==> config.mk <==
export PLATFORM = sky130hd
export DESIGN_NAME = div_flat
export DESIGN_NICKNAME = d
export VERILOG_FILES = /design/src/rtl/div_if.sv /design/src/rtl/div.sv /design/src/flat_wrapper.sv
export SDC_FILE = /design/constraint.sdc
export NUM_CORES = 1
export LEC_CHECK = 0
export BUFFER_PORTS_ARGS = -buffer_cell sky130_fd_sc_hd__buf_2
export CORE_MARGIN = 8
export CORE_UTILIZATION = 40
export CTS_CLUSTER_DIAMETER = 50
export CTS_CLUSTER_SIZE = 25
export DETAILED_ROUTE_END_ITERATION = 8
export HOLD_SLACK_MARGIN = 0.08
export PLACE_DENSITY = 0.63
export SLEW_MARGIN = 20
export SYNTH_ARGS = -nofsm -noshare
export SYNTH_HDL_FRONTEND = slang
export SYNTH_SLANG_ARGS = --single-unit
==> constraint.sdc <==
create_clock -name clk -period 7.71 [get_ports clk]
set_input_delay 0.771 -clock clk [delete_from_list [all_inputs] [get_ports clk]]
set_output_delay 0.771 -clock clk [all_outputs]
set_load 0.02 [all_outputs]
==> src/rtl/div_if.sv <==
// Operand/result bundle between the execute stage and the divider.
interface div_if #(
  parameter int WIDTH = 32
);
  logic               signed_div_i;
  logic [WIDTH-1:0]   opdata1_i;
  logic [WIDTH-1:0]   opdata2_i;
  logic               start_i;
  logic               annul_i;
  logic [2*WIDTH-1:0] result_o;
  logic               ready_o;

  modport master (
    output signed_div_i, opdata1_i, opdata2_i, start_i, annul_i,
    input  result_o, ready_o
  );

  modport slave (
    input  signed_div_i, opdata1_i, opdata2_i, start_i, annul_i,
    output result_o, ready_o
  );
endinterface

==> src/rtl/div.sv <==
// Radix-2 restoring divider: one quotient bit per cycle, signed/unsigned.
//
// state  | meaning
// FREE   | idle, waiting for start_i
// BYZERO | divisor was zero, report a zero result next edge
// ON     | iterating, one quotient bit per edge
// END    | result valid, held while start_i stays high
module div #(
  parameter int WIDTH = 32
) (
  input  logic clk,
  input  logic rst,
  div_if.slave bus
);
  localparam int CW = $clog2(WIDTH) + 1;

  typedef enum logic [1:0] {FREE, BYZERO, ON, END} state_e;

  state_e             state_q, state_d;
  logic [CW-1:0]      cnt_q, cnt_d;
  logic [2*WIDTH-1:0] work_q, work_d;
  logic [WIDTH-1:0]   dvsr_q, dvsr_d;
  logic               sgn_q, sgn_d;
  logic               neg1_q, neg1_d;
  logic               neg2_q, neg2_d;
  logic [2*WIDTH-1:0] result_q, result_d;
  logic               ready_q, ready_d;

  logic               op1_neg, op2_neg;
  logic [WIDTH-1:0]   op1_abs, op2_abs;
  logic [WIDTH:0]     trial;
  logic [WIDTH-1:0]   quo_fin, rem_fin;

  // Operand magnitudes and the trial subtract of the current iteration.
  // The subtract takes the remainder plus the next dividend bit (WIDTH+1
  // bits) so the shifted-out remainder MSB is never lost.
  always_comb begin
    op1_neg = bus.signed_div_i & bus.opdata1_i[WIDTH-1];
    op2_neg = bus.signed_div_i & bus.opdata2_i[WIDTH-1];
    op1_abs = op1_neg ? (~bus.opdata1_i + WIDTH'(1)) : bus.opdata1_i;
    op2_abs = op2_neg ? (~bus.opdata2_i + WIDTH'(1)) : bus.opdata2_i;
    trial   = work_q[2*WIDTH-1:WIDTH-1] - {1'b0, dvsr_q};
    quo_fin = (sgn_q & (neg1_q ^ neg2_q)) ? (~work_q[WIDTH-1:0] + WIDTH'(1))
                                          : work_q[WIDTH-1:0];
    rem_fin = (sgn_q & neg1_q) ? (~work_q[2*WIDTH-1:WIDTH] + WIDTH'(1))
                               : work_q[2*WIDTH-1:WIDTH];
  end

  // Next-state, datapath update and output values.
  always_comb begin
    state_d  = state_q;
    cnt_d    = cnt_q;
    work_d   = work_q;
    dvsr_d   = dvsr_q;
    sgn_d    = sgn_q;
    neg1_d   = neg1_q;
    neg2_d   = neg2_q;
    result_d = result_q;
    ready_d  = ready_q;
    unique case (state_q)
      FREE: begin
        ready_d  = 1'b0;
        result_d = '0;
        if (bus.start_i && !bus.annul_i) begin
          if (bus.opdata2_i == '0) begin
            state_d = BYZERO;
          end else begin
            state_d = ON;
            sgn_d   = bus.signed_div_i;
            neg1_d  = op1_neg;
            neg2_d  = op2_neg;
            work_d  = {{WIDTH{1'b0}}, op1_abs};
            dvsr_d  = op2_abs;
            cnt_d   = '0;
          end
        end
      end
      BYZERO: begin
        if (bus.annul_i) begin
          state_d = FREE;
        end else begin
          state_d  = END;
          result_d = '0;
          ready_d  = 1'b1;
        end
      end
      ON: begin
        if (bus.annul_i) begin
          state_d  = FREE;
          ready_d  = 1'b0;
          result_d = '0;
        end else if (cnt_q != CW'(WIDTH)) begin
          if (!trial[WIDTH]) begin
            work_d = {trial[WIDTH-1:0], work_q[WIDTH-2:0], 1'b1};
          end else begin
            work_d = {work_q[2*WIDTH-2:0], 1'b0};
          end
          cnt_d = cnt_q + CW'(1);
        end else begin
          state_d  = END;
          result_d = {rem_fin, quo_fin};
          ready_d  = 1'b1;
        end
      end
      END: begin
        if (!bus.start_i) begin
          state_d  = FREE;
          ready_d  = 1'b0;
          result_d = '0;
        end
      end
      default: state_d = FREE;
    endcase
  end

  // State and datapath registers with synchronous reset.
  always_ff @(posedge clk) begin
    if (rst) begin
      state_q  <= FREE;
      cnt_q    <= '0;
      work_q   <= '0;
      dvsr_q   <= '0;
      sgn_q    <= 1'b0;
      neg1_q   <= 1'b0;
      neg2_q   <= 1'b0;
      result_q <= '0;
      ready_q  <= 1'b0;
    end else begin
      state_q  <= state_d;
      cnt_q    <= cnt_d;
      work_q   <= work_d;
      dvsr_q   <= dvsr_d;
      sgn_q    <= sgn_d;
      neg1_q   <= neg1_d;
      neg2_q   <= neg2_d;
      result_q <= result_d;
      ready_q  <= ready_d;
    end
  end

  assign bus.result_o = result_q;
  assign bus.ready_o  = ready_q;
endmodule

==> src/flat_wrapper.sv <==
// flat-port wrapper written by rule: the top's interface ports become plain ports
module div_flat 
#(
  parameter int WIDTH = 32
)
  (clk, rst, bus_signed_div_i, bus_opdata1_i, bus_opdata2_i, bus_start_i, bus_annul_i, bus_result_o, bus_ready_o);
  div_if #(.WIDTH(WIDTH)) bus_i ();
  input  logic clk;
  input  logic rst;
  input wire logic [$bits(bus_i.signed_div_i)-1:0] bus_signed_div_i;
  input wire logic [$bits(bus_i.opdata1_i)-1:0] bus_opdata1_i;
  input wire logic [$bits(bus_i.opdata2_i)-1:0] bus_opdata2_i;
  input wire logic [$bits(bus_i.start_i)-1:0] bus_start_i;
  input wire logic [$bits(bus_i.annul_i)-1:0] bus_annul_i;
  output wire logic [$bits(bus_i.result_o)-1:0] bus_result_o;
  output wire logic [$bits(bus_i.ready_o)-1:0] bus_ready_o;
  assign bus_i.signed_div_i = bus_signed_div_i;
  assign bus_i.opdata1_i = bus_opdata1_i;
  assign bus_i.opdata2_i = bus_opdata2_i;
  assign bus_i.start_i = bus_start_i;
  assign bus_i.annul_i = bus_annul_i;
  assign bus_result_o = bus_i.result_o;
  assign bus_ready_o = bus_i.ready_o;
  div #(.WIDTH(WIDTH)) u_core (.clk(clk), .rst(rst), .bus(bus_i));
endmodule
==> metrics.md, run 1 <==
| Metric | Value |
|---|---|
| Worst Hold Class | reg -> reg |
| FF+latch count, synth | 172 |
| Synth top area share | 31.5% |
| Syn_nets | 1513 |
| Hold buffer count at cts | 0 |
| Post-place setup slack | 3.54 ns |
| Vias in the first global route | 9629 |
| Worst-path clk slew | 0.07 ns |
| Gate Count Post-Synth | 1401 |
| Via count | 10119 |
| DR pass1 iterations | 5 |
| CP arrival | 4.01 ns |
| Fmax | 0.270 GHz |
| Dpl hpwl | 23.8 mm |
| Max_cap viols | 0 |
| Root cell of the clock tree | clkbuf_16 |
| Status | finished clean |
| CTS tree | built |
| Kind of critical path | in -> reg |
| Initial Utilization | 40.6% |
| Ys flop type | dfxtp_1 |
| CTS H-tree lvls | 4 |
| Die ar. | 0.0329 mm² |
| Post-synth top area cell | dfxtp_1 |
| Post-layout min period | 3.70 ns |
| Post-route ant nets | 0 |
| RSZ-0062 raised after global routing | false |
| GRT Util Overall | 18.9% |
| CP startpoint kind | input port |
| Final Hold Vio Count | 0 |
| Num CTS Buffers | 17 |
| Ant. Diodes | 0 |
| DRC | 0 |
| Final setup viols | 0 |
| Slew @ Worst Pin | 1.05 ns |
| Core area | 0.0269 mm² |
| Clk_lat worst skew | 0.44 ns |
| Worst vdd ir | 0.171 mV |
| Count leader, synth | nor2_1 |
| Critical path required time | 8.02 ns |
| CTS Buffer Depth | 2 |
| Wire per inst | 17.0 µm |
| Net count reported at finish | 1595 |
| Max-slew violation count | 0 |
| Area of the mapped netlist | 0.0109 mm² |
| Postcts setup bufs | 0 |
| Layout cells sized above 1 | 12.5% |
| Post-synth top cells | nor2_1, dfxtp_1, nand2_1, a21oi_1, xnor2_1 |
| Via density | 5.51 |
| Top cells by area, synth | dfxtp_1, xnor2_1, nor2_1, a21oi_1, ha_1 |
| EDFF count, synth | 0 |
| Slew HR | 29.9% |
| Clk_skew | 0.0157 ns |
| Io pins | 134 |
| Total grt overflow | 0 |
| WHS | 0.462 ns |
| Drt initial violations | 730 |
| First-pass GRT wire length | 51.6 mm |
| RePlAce Congestion | 0.874 |
| Chip height | 181 µm |
| Mean Syn Cell Area | 7.80 µm² |
| Antenna violations before repair | 0 |
| Synth cell types | 66 |
| Leakage | 0.00524 µW |
| Clk sink count | 172 |
| Sum Neg Setup Slack | 0 ns |
| Die width | 181 µm |
| DRT Wirelength | 31.2 mm |
| CP endpoint kind | flip-flop |
| Crit share post-route | 48.0% |
| PortBufs | 133 |
| Final worst slack | 4.01 ns |
| Sequential share of the synthesized area | 31.5% |
| Area Growth Syn to Fin | 12.9% |
| PwrDens | 254 mW/mm² |
| Post-synth ARST share | 0% |
| Syn. warnings | 0 |
| Design Power | 3130 µW |
| Post-CTS resize count | 0 |
| FP Rows | 60 |
| Crit Path Max Fanout | 47 |
| Largest net degree at the start of global routing | 71 |
[report_power, final]
part	internal, µW	switching, µW
combinational	443	772
sequential	976	89.7
clock	442	411
[cells in the final DEF, fill, tap and decap left out, types with 15 or more instances in the layout]
cell / n
clkbuf_16: 17
o21ai_0: 83
ha_1: 41
a22oi_1: 39
xnor2_1: 90
xor2_1: 60
a21oi_1: 109
nor3_1: 28
o41ai_1: 15
nor4_1: 20
buf_2: 132
a22o_1: 19
nor2_1: 195
nand3_1: 24
inv_1: 58
dfxtp_1: 172
nand2_1: 126
a211oi_1: 34
mux2i_1: 30
o31ai_1: 19
[kinds of logic (layout without fill, tap and decap cells)]
family                     Yosys count  count (layout)  synth area share, %
DFF                                172             172                 31.5
muxes                               31              31                 2.85
and+or+nand+nor                    472             472                 19.6
AOI/OAI and AO/OA                  397             397                 23.9
buffers and inverters              136             230                 5.18
adders and majority gates           43              43                 4.99
xor gates and xnor gates           150             150                 12.0
[stage by stage]
step / utilization, % / area, µm² / std cells
after CTS: 45.9 / 12300 / 1836
after global routing: 45.9 / 12300 / 1836
after floorplan: - / 10900 / 1401
final: 45.9 / 12300 / 1836
after global placement: 43.7 / 11700 / 1805
after detailed placement: 43.7 / 11700 / 1805
[metal layers]
metal	vias to the layer above	share of wire (%)	GRT usage [%]
li1	5147	-	-
met1	4717	49	26.0
met2	235	46	30.5
met3	20	4.3	3.01
met4	0	0.99	4.10
met5	-	0	0
[area by class of cell]
cell class              instances  area [µm²]
fillers                      2739       14500
multi-input cells            1093        6930
flip-flops and latches        172        3440
repair buffers                141         728
clock buffers                  18         439
well taps                     341         427
inverters                      58         218
clock inverters                13         153
[sequential cells by signal (all words and copies together) (netlist names)]
name                 cells
u_core.bus.result_o     64
u_core.work_q           64
u_core.dvsr_q           32
u_core.cnt_q             6
u_core.state_q           2
u_core.bus.ready_o       1
u_core.neg1_q            1
u_core.neg2_q            1
u_core.sgn_q             1
[final timing paths]
path	slack (ns)	cells after the start	end	startpoint
setup reg to reg	4.05	13	u_core.work_q[34]	u_core.work_q[31]
hold reg to reg	0.46	2	u_core.dvsr_q[31]	u_core.dvsr_q[31]
setup / recovery	4.01	10	u_core.cnt_q[5]	bus_opdata2_i[24]
hold / removal	0.46	2	u_core.dvsr_q[31]	u_core.dvsr_q[31]
[worst max-delay path, cell delays in order]
cell	delay, ns
buf_2	0.12
or4_4	0.54
or3_1	0.36
or3_4	0.38
o41ai_4	0.41
a211o_2	0.89
nor2_1	0.19
nand3_1	0.15
xor2_1	0.15
nor2_1	0.05
Power figures use the tool's default switching activity.
==> inputs of run 2 (changes only) <==
Settings changed: ABC_AREA set to 1, PLACE_DENSITY 0.63 to 0.65.
Clock period 7.71 ns to 3.1 ns, I/O delays scaled along.
==> run 2 against run 1 <==
Effect of this change: wire length up 39%; sequential power up 130%; synthesized cell count up 57%; non-clock buffer count up 12; global-route usage up 3.2 points; clock-buffer cell count unchanged; highest routed layer unchanged; clock skew down 0.0023 ns.
==> metrics.md, run 2 <==
| Metric | Value |
|---|---|
| Status | finished clean (unchanged) |
| Synth cell types | 46 (was 66) |
| Compound-Gate Fraction of Synth Area | 14.5% (was 23.9%) |
| Post-synth top cells | nand2_1, inv_1, nand3_1, a21oi_1, dfxtp_1 (was nor2_1, dfxtp_1, nand2_1, a21oi_1, xnor2_1) |
| Via count | 14062 (was 10119) |
| Crit share post-route | 90.8% |
| PwrDens | 448 mW/mm² (was 254 mW/mm²) |
| Clk_lat worst skew | 0.45 ns (was 0.44 ns) |
| Post-synth ARST share | 0% (unchanged) |
| Dpl hpwl | 34.2 mm (was 23.8 mm) |
| Kind of critical path | reg -> reg (was in -> reg) |
| Layout cells sized above 1 | 10.9% (was 12.5%) |
| Postcts setup bufs | 0 (unchanged) |
| Final Hold Vio Count | 0 (unchanged) |
| CTS tree | built (unchanged) |
| Area Growth Syn to Fin | 12.2% (was 12.9%) |
| Antenna violations before repair | 0 (unchanged) |
| Worst vdd ir | 0.426 mV (was 0.171 mV) |
| DRT Wirelength | 43.3 mm (was 31.2 mm) |
| RePlAce Congestion | 0.962 (was 0.874) |
| CP arrival | 3.12 ns (was 4.01 ns) |
| Worst-path cell chain | inv_1 > ha_1 > fa_1 > inv_1 > nand2_1 > nand2_1 > nand3_1 > nand2_2 > nand2_2 > nand2_2 > nand2_4 > nand2_4 > nand2_4 > nand2_2 > nand2_1 > nand3_1 > a21oi_1 (was buf_2 > or4_4 > or3_1 > or3_4 > o41ai_4 > a211o_2 > nor2_1 > nand3_1 > xor2_1 > nor2_1) |
| CTS H-tree lvls | 4 (unchanged) |
| Fill cell count | 3626 (was 2739) |
| Fraction of the mapped netlist area in adder cells | 4.17% (was 4.99%) |
| Reg-to-reg critical path startpoint | u_core.work_q[31] (unchanged) |
| XOR/XNOR Fraction of Synth Area | 3.61% (was 12.0%) |
| GRT Util Overall | 22.1% (was 18.9%) |
| Worst-path clk slew | 0.07 ns (about the same) |
| Post-place setup slack | 0.322 ns (was 3.54 ns) |
| Drt initial violations | 1154 (was 730) |
| Sequential share of the synthesized area | 26.3% (was 31.5%) |
| Io pins | 134 (unchanged) |
| Syn_nets | 2313 (was 1513) |
| Initial Utilization | 40.4% (was 40.6%) |
| Slew @ Worst Pin | 0.861 ns (was 1.05 ns) |
| Sum Neg Setup Slack | 0 ns (unchanged) |
| Reg-to-reg endpoint | u_core.work_q[40] (was u_core.work_q[34]) |
| Top cells by area, synth | dfxtp_1, nand2_1, nand3_1, inv_1, a21oi_1 (was dfxtp_1, xnor2_1, nor2_1, a21oi_1, ha_1) |
| Post-route ant nets | 0 (unchanged) |
| Root cell of the clock tree | clkbuf_16 (unchanged) |
| PortBufs | 133 (unchanged) |
| Largest stage delay, worst path | 0.41 ns (was 0.89 ns) |
| Crit path capture | u_core.work_q[40] (was u_core.cnt_q[5]) |
| Vias in the first global route | 13128 (was 9629) |
| RSZ-0062 raised after global routing | false (unchanged) |
| Final non-filler cell total | 2752 (was 1836) |
| Slowest CP cell | nand2_2 (was a211o_2) |
| Mux contribution to synthesized area | 0% (was 2.85%) |
| Max_cap viols | 0 (unchanged) |
| FF+latch count, synth | 172 (unchanged) |
| Die width | 197 µm (was 181 µm) |
| FP Rows | 66 (was 60) |
| Count leader, synth | nand2_1 (was nor2_1) |
| CTS Buffer Depth | 2 (unchanged) |
| Max-slew violation count | 0 (unchanged) |
| Wire per inst | 15.7 µm (was 17.0 µm) |
| WHS | 0.139 ns (was 0.462 ns) |
| Clk_skew | 0.0134 ns (was 0.0157 ns) |
| Core area | 0.0324 mm² (was 0.0269 mm²) |
| Die ar. | 0.0388 mm² (was 0.0329 mm²) |
| Slew HR | 42.6% (was 29.9%) |
| Post-synth top area cell | dfxtp_1 (unchanged) |
| Synth Area in Simple Gates | 39.8% (was 19.6%) |
| Via density | 5.11 (was 5.51) |
| Worst Hold Class | in -> reg (was reg -> reg) |
| EDFF count, synth | 0 (unchanged) |
| Total grt overflow | 0 (unchanged) |
| Leakage | 0.00712 µW (was 0.00524 µW) |
| DRC | 0 (unchanged) |
| Most frequent cells in the layout | nand2_1, inv_1, nand3_1, a21oi_1, dfxtp_1 (was nor2_1, dfxtp_1, buf_2, nand2_1, a21oi_1) |
| Crit Path Max Fanout | 21 (was 47) |
| Mean Syn Cell Area | 5.94 µm² (was 7.80 µm²) |
| CP endpoint kind | flip-flop (unchanged) |
| Post-layout min period | 2.81 ns |
| Storage element area | 0.00344 mm² (unchanged) |
| Flop2flop setup slack | 0.29 ns (was 4.05 ns) |
| Clk sink count | 172 (unchanged) |
| Chip height | 197 µm (was 181 µm) |
| Area of the mapped netlist | 0.0131 mm² (was 0.0109 mm²) |
| Inst Count DP | 2719 (was 1805) |
| Net count reported at finish | 2409 (was 1595) |
| Launch point of the worst path | u_core.work_q[31] (was bus_opdata2_i[24]) |
| Commonest non-fill, non-tap cell in the layout | nand2_1 (was nor2_1) |
| Final worst slack | 0.285 ns (was 4.01 ns) |
| Hold buffer count at cts | 0 (unchanged) |
| Final setup viols | 0 (unchanged) |
| Ys flop type | dfxtp_1 (unchanged) |
| Worst Reg-to-Reg Cells | 17 (was 13) |
| Largest net degree at the start of global routing | 80 (was 71) |
| DR pass1 iterations | 5 (unchanged) |
| First-pass GRT wire length | 69.0 mm (was 51.6 mm) |
| Critical path required time | 3.40 ns (was 8.02 ns) |
| Num CTS Buffers | 17 (unchanged) |
| Fmax | 0.355 GHz |
| Area of the multi-input gates | 0.00814 mm² (was 0.00693 mm²) |
| Post-CTS resize count | 0 (unchanged) |
| Synth top area share | 26.3% (was 31.5%) |
| Ant. Diodes | 0 (unchanged) |
| CP startpoint kind | flip-flop (was input port) |
| Largest family of logic cells by synthesized area | simple AND/OR/NAND/NOR gates (was compound AO/OA/AOI/OAI gates) |
| Top cell by count, worst path | nand2_2 (was nor2_1) |
| Syn. warnings | 0 (unchanged) |
| Gate Count Post-Synth | 2201 (was 1401) |
-- run 2: cells by family (layout without fill, tap and decap cells) --
group,Yosys count,in the layout
adders and majority gates,43,43
and+or+nand+nor,1212,1212
AOI/OAI and AO/OA,348,348
DFF,172,172
buffers and inverters,372,481
xor gates and xnor gates,54,54
-- run 2: metal layers --
layer  global-route usage [%]  routed length [µm]  vias up
met5                        0                   0        -
met4                     7.22                1010        0
met3                     3.50                2290       64
met2                     35.5               19400      403
met1                     29.8               20600     6339
li1                         -                   -     7256
-- run 2: metrics by stage --
stage	util [%]	area, µm²	total power [µW]
global placement	43.5	14100	4420
finish	45.3	14700	6580
CTS	45.3	14700	6580
detailed placement	43.5	14100	4430
floorplan	-	13100	3910
global route	45.3	14700	6990
-- run 2: worst max-delay path, delay by kind of cell, from the launching register on --
family	cells	cell delay (ns)
AOI/OAI and AO/OA	1	0.06
adders and majority gates	2	0.62
buffers and inverters	2	0.20
DFF	1	0.35
and+or+nand+nor	12	1.44
-- run 2: how the worst min path moves through the flow --
stage	startpoint	cells after the start	slack, ns	end
final	bus_opdata2_i[1]	3	0.14	u_core.dvsr_q[1]
after global routing	bus_opdata2_i[1]	3	0.15	u_core.dvsr_q[1]
after CTS	bus_opdata2_i[1]	3	0.13	u_core.dvsr_q[1]
after detailed placement	u_core.bus.result_o[1]	2	0.45	u_core.bus.result_o[1]
after global placement	u_core.bus.result_o[6]	2	0.45	u_core.bus.result_o[6]
after floorplan	u_core.dvsr_q[6]	2	0.43	u_core.dvsr_q[6]
-- run 2: layout make-up --
cell class / count / area share, %
clock buffers: 18 / 2.99
clock inverters: 14 / 0.989
inverters: 296 / 7.57
multi-input cells: 1657 / 55.5
flip-flops and latches: 172 / 23.5
well taps: 442 / 3.77
repair buffers: 153 / 5.75
-- run 2: where the power goes --
group          switching (µW)  internal [µW]  total (µW)
sequential                132           2330        2460
combinational            1370            602        1970
clock                    1060           1090        2150
total                    2560           4020        6580
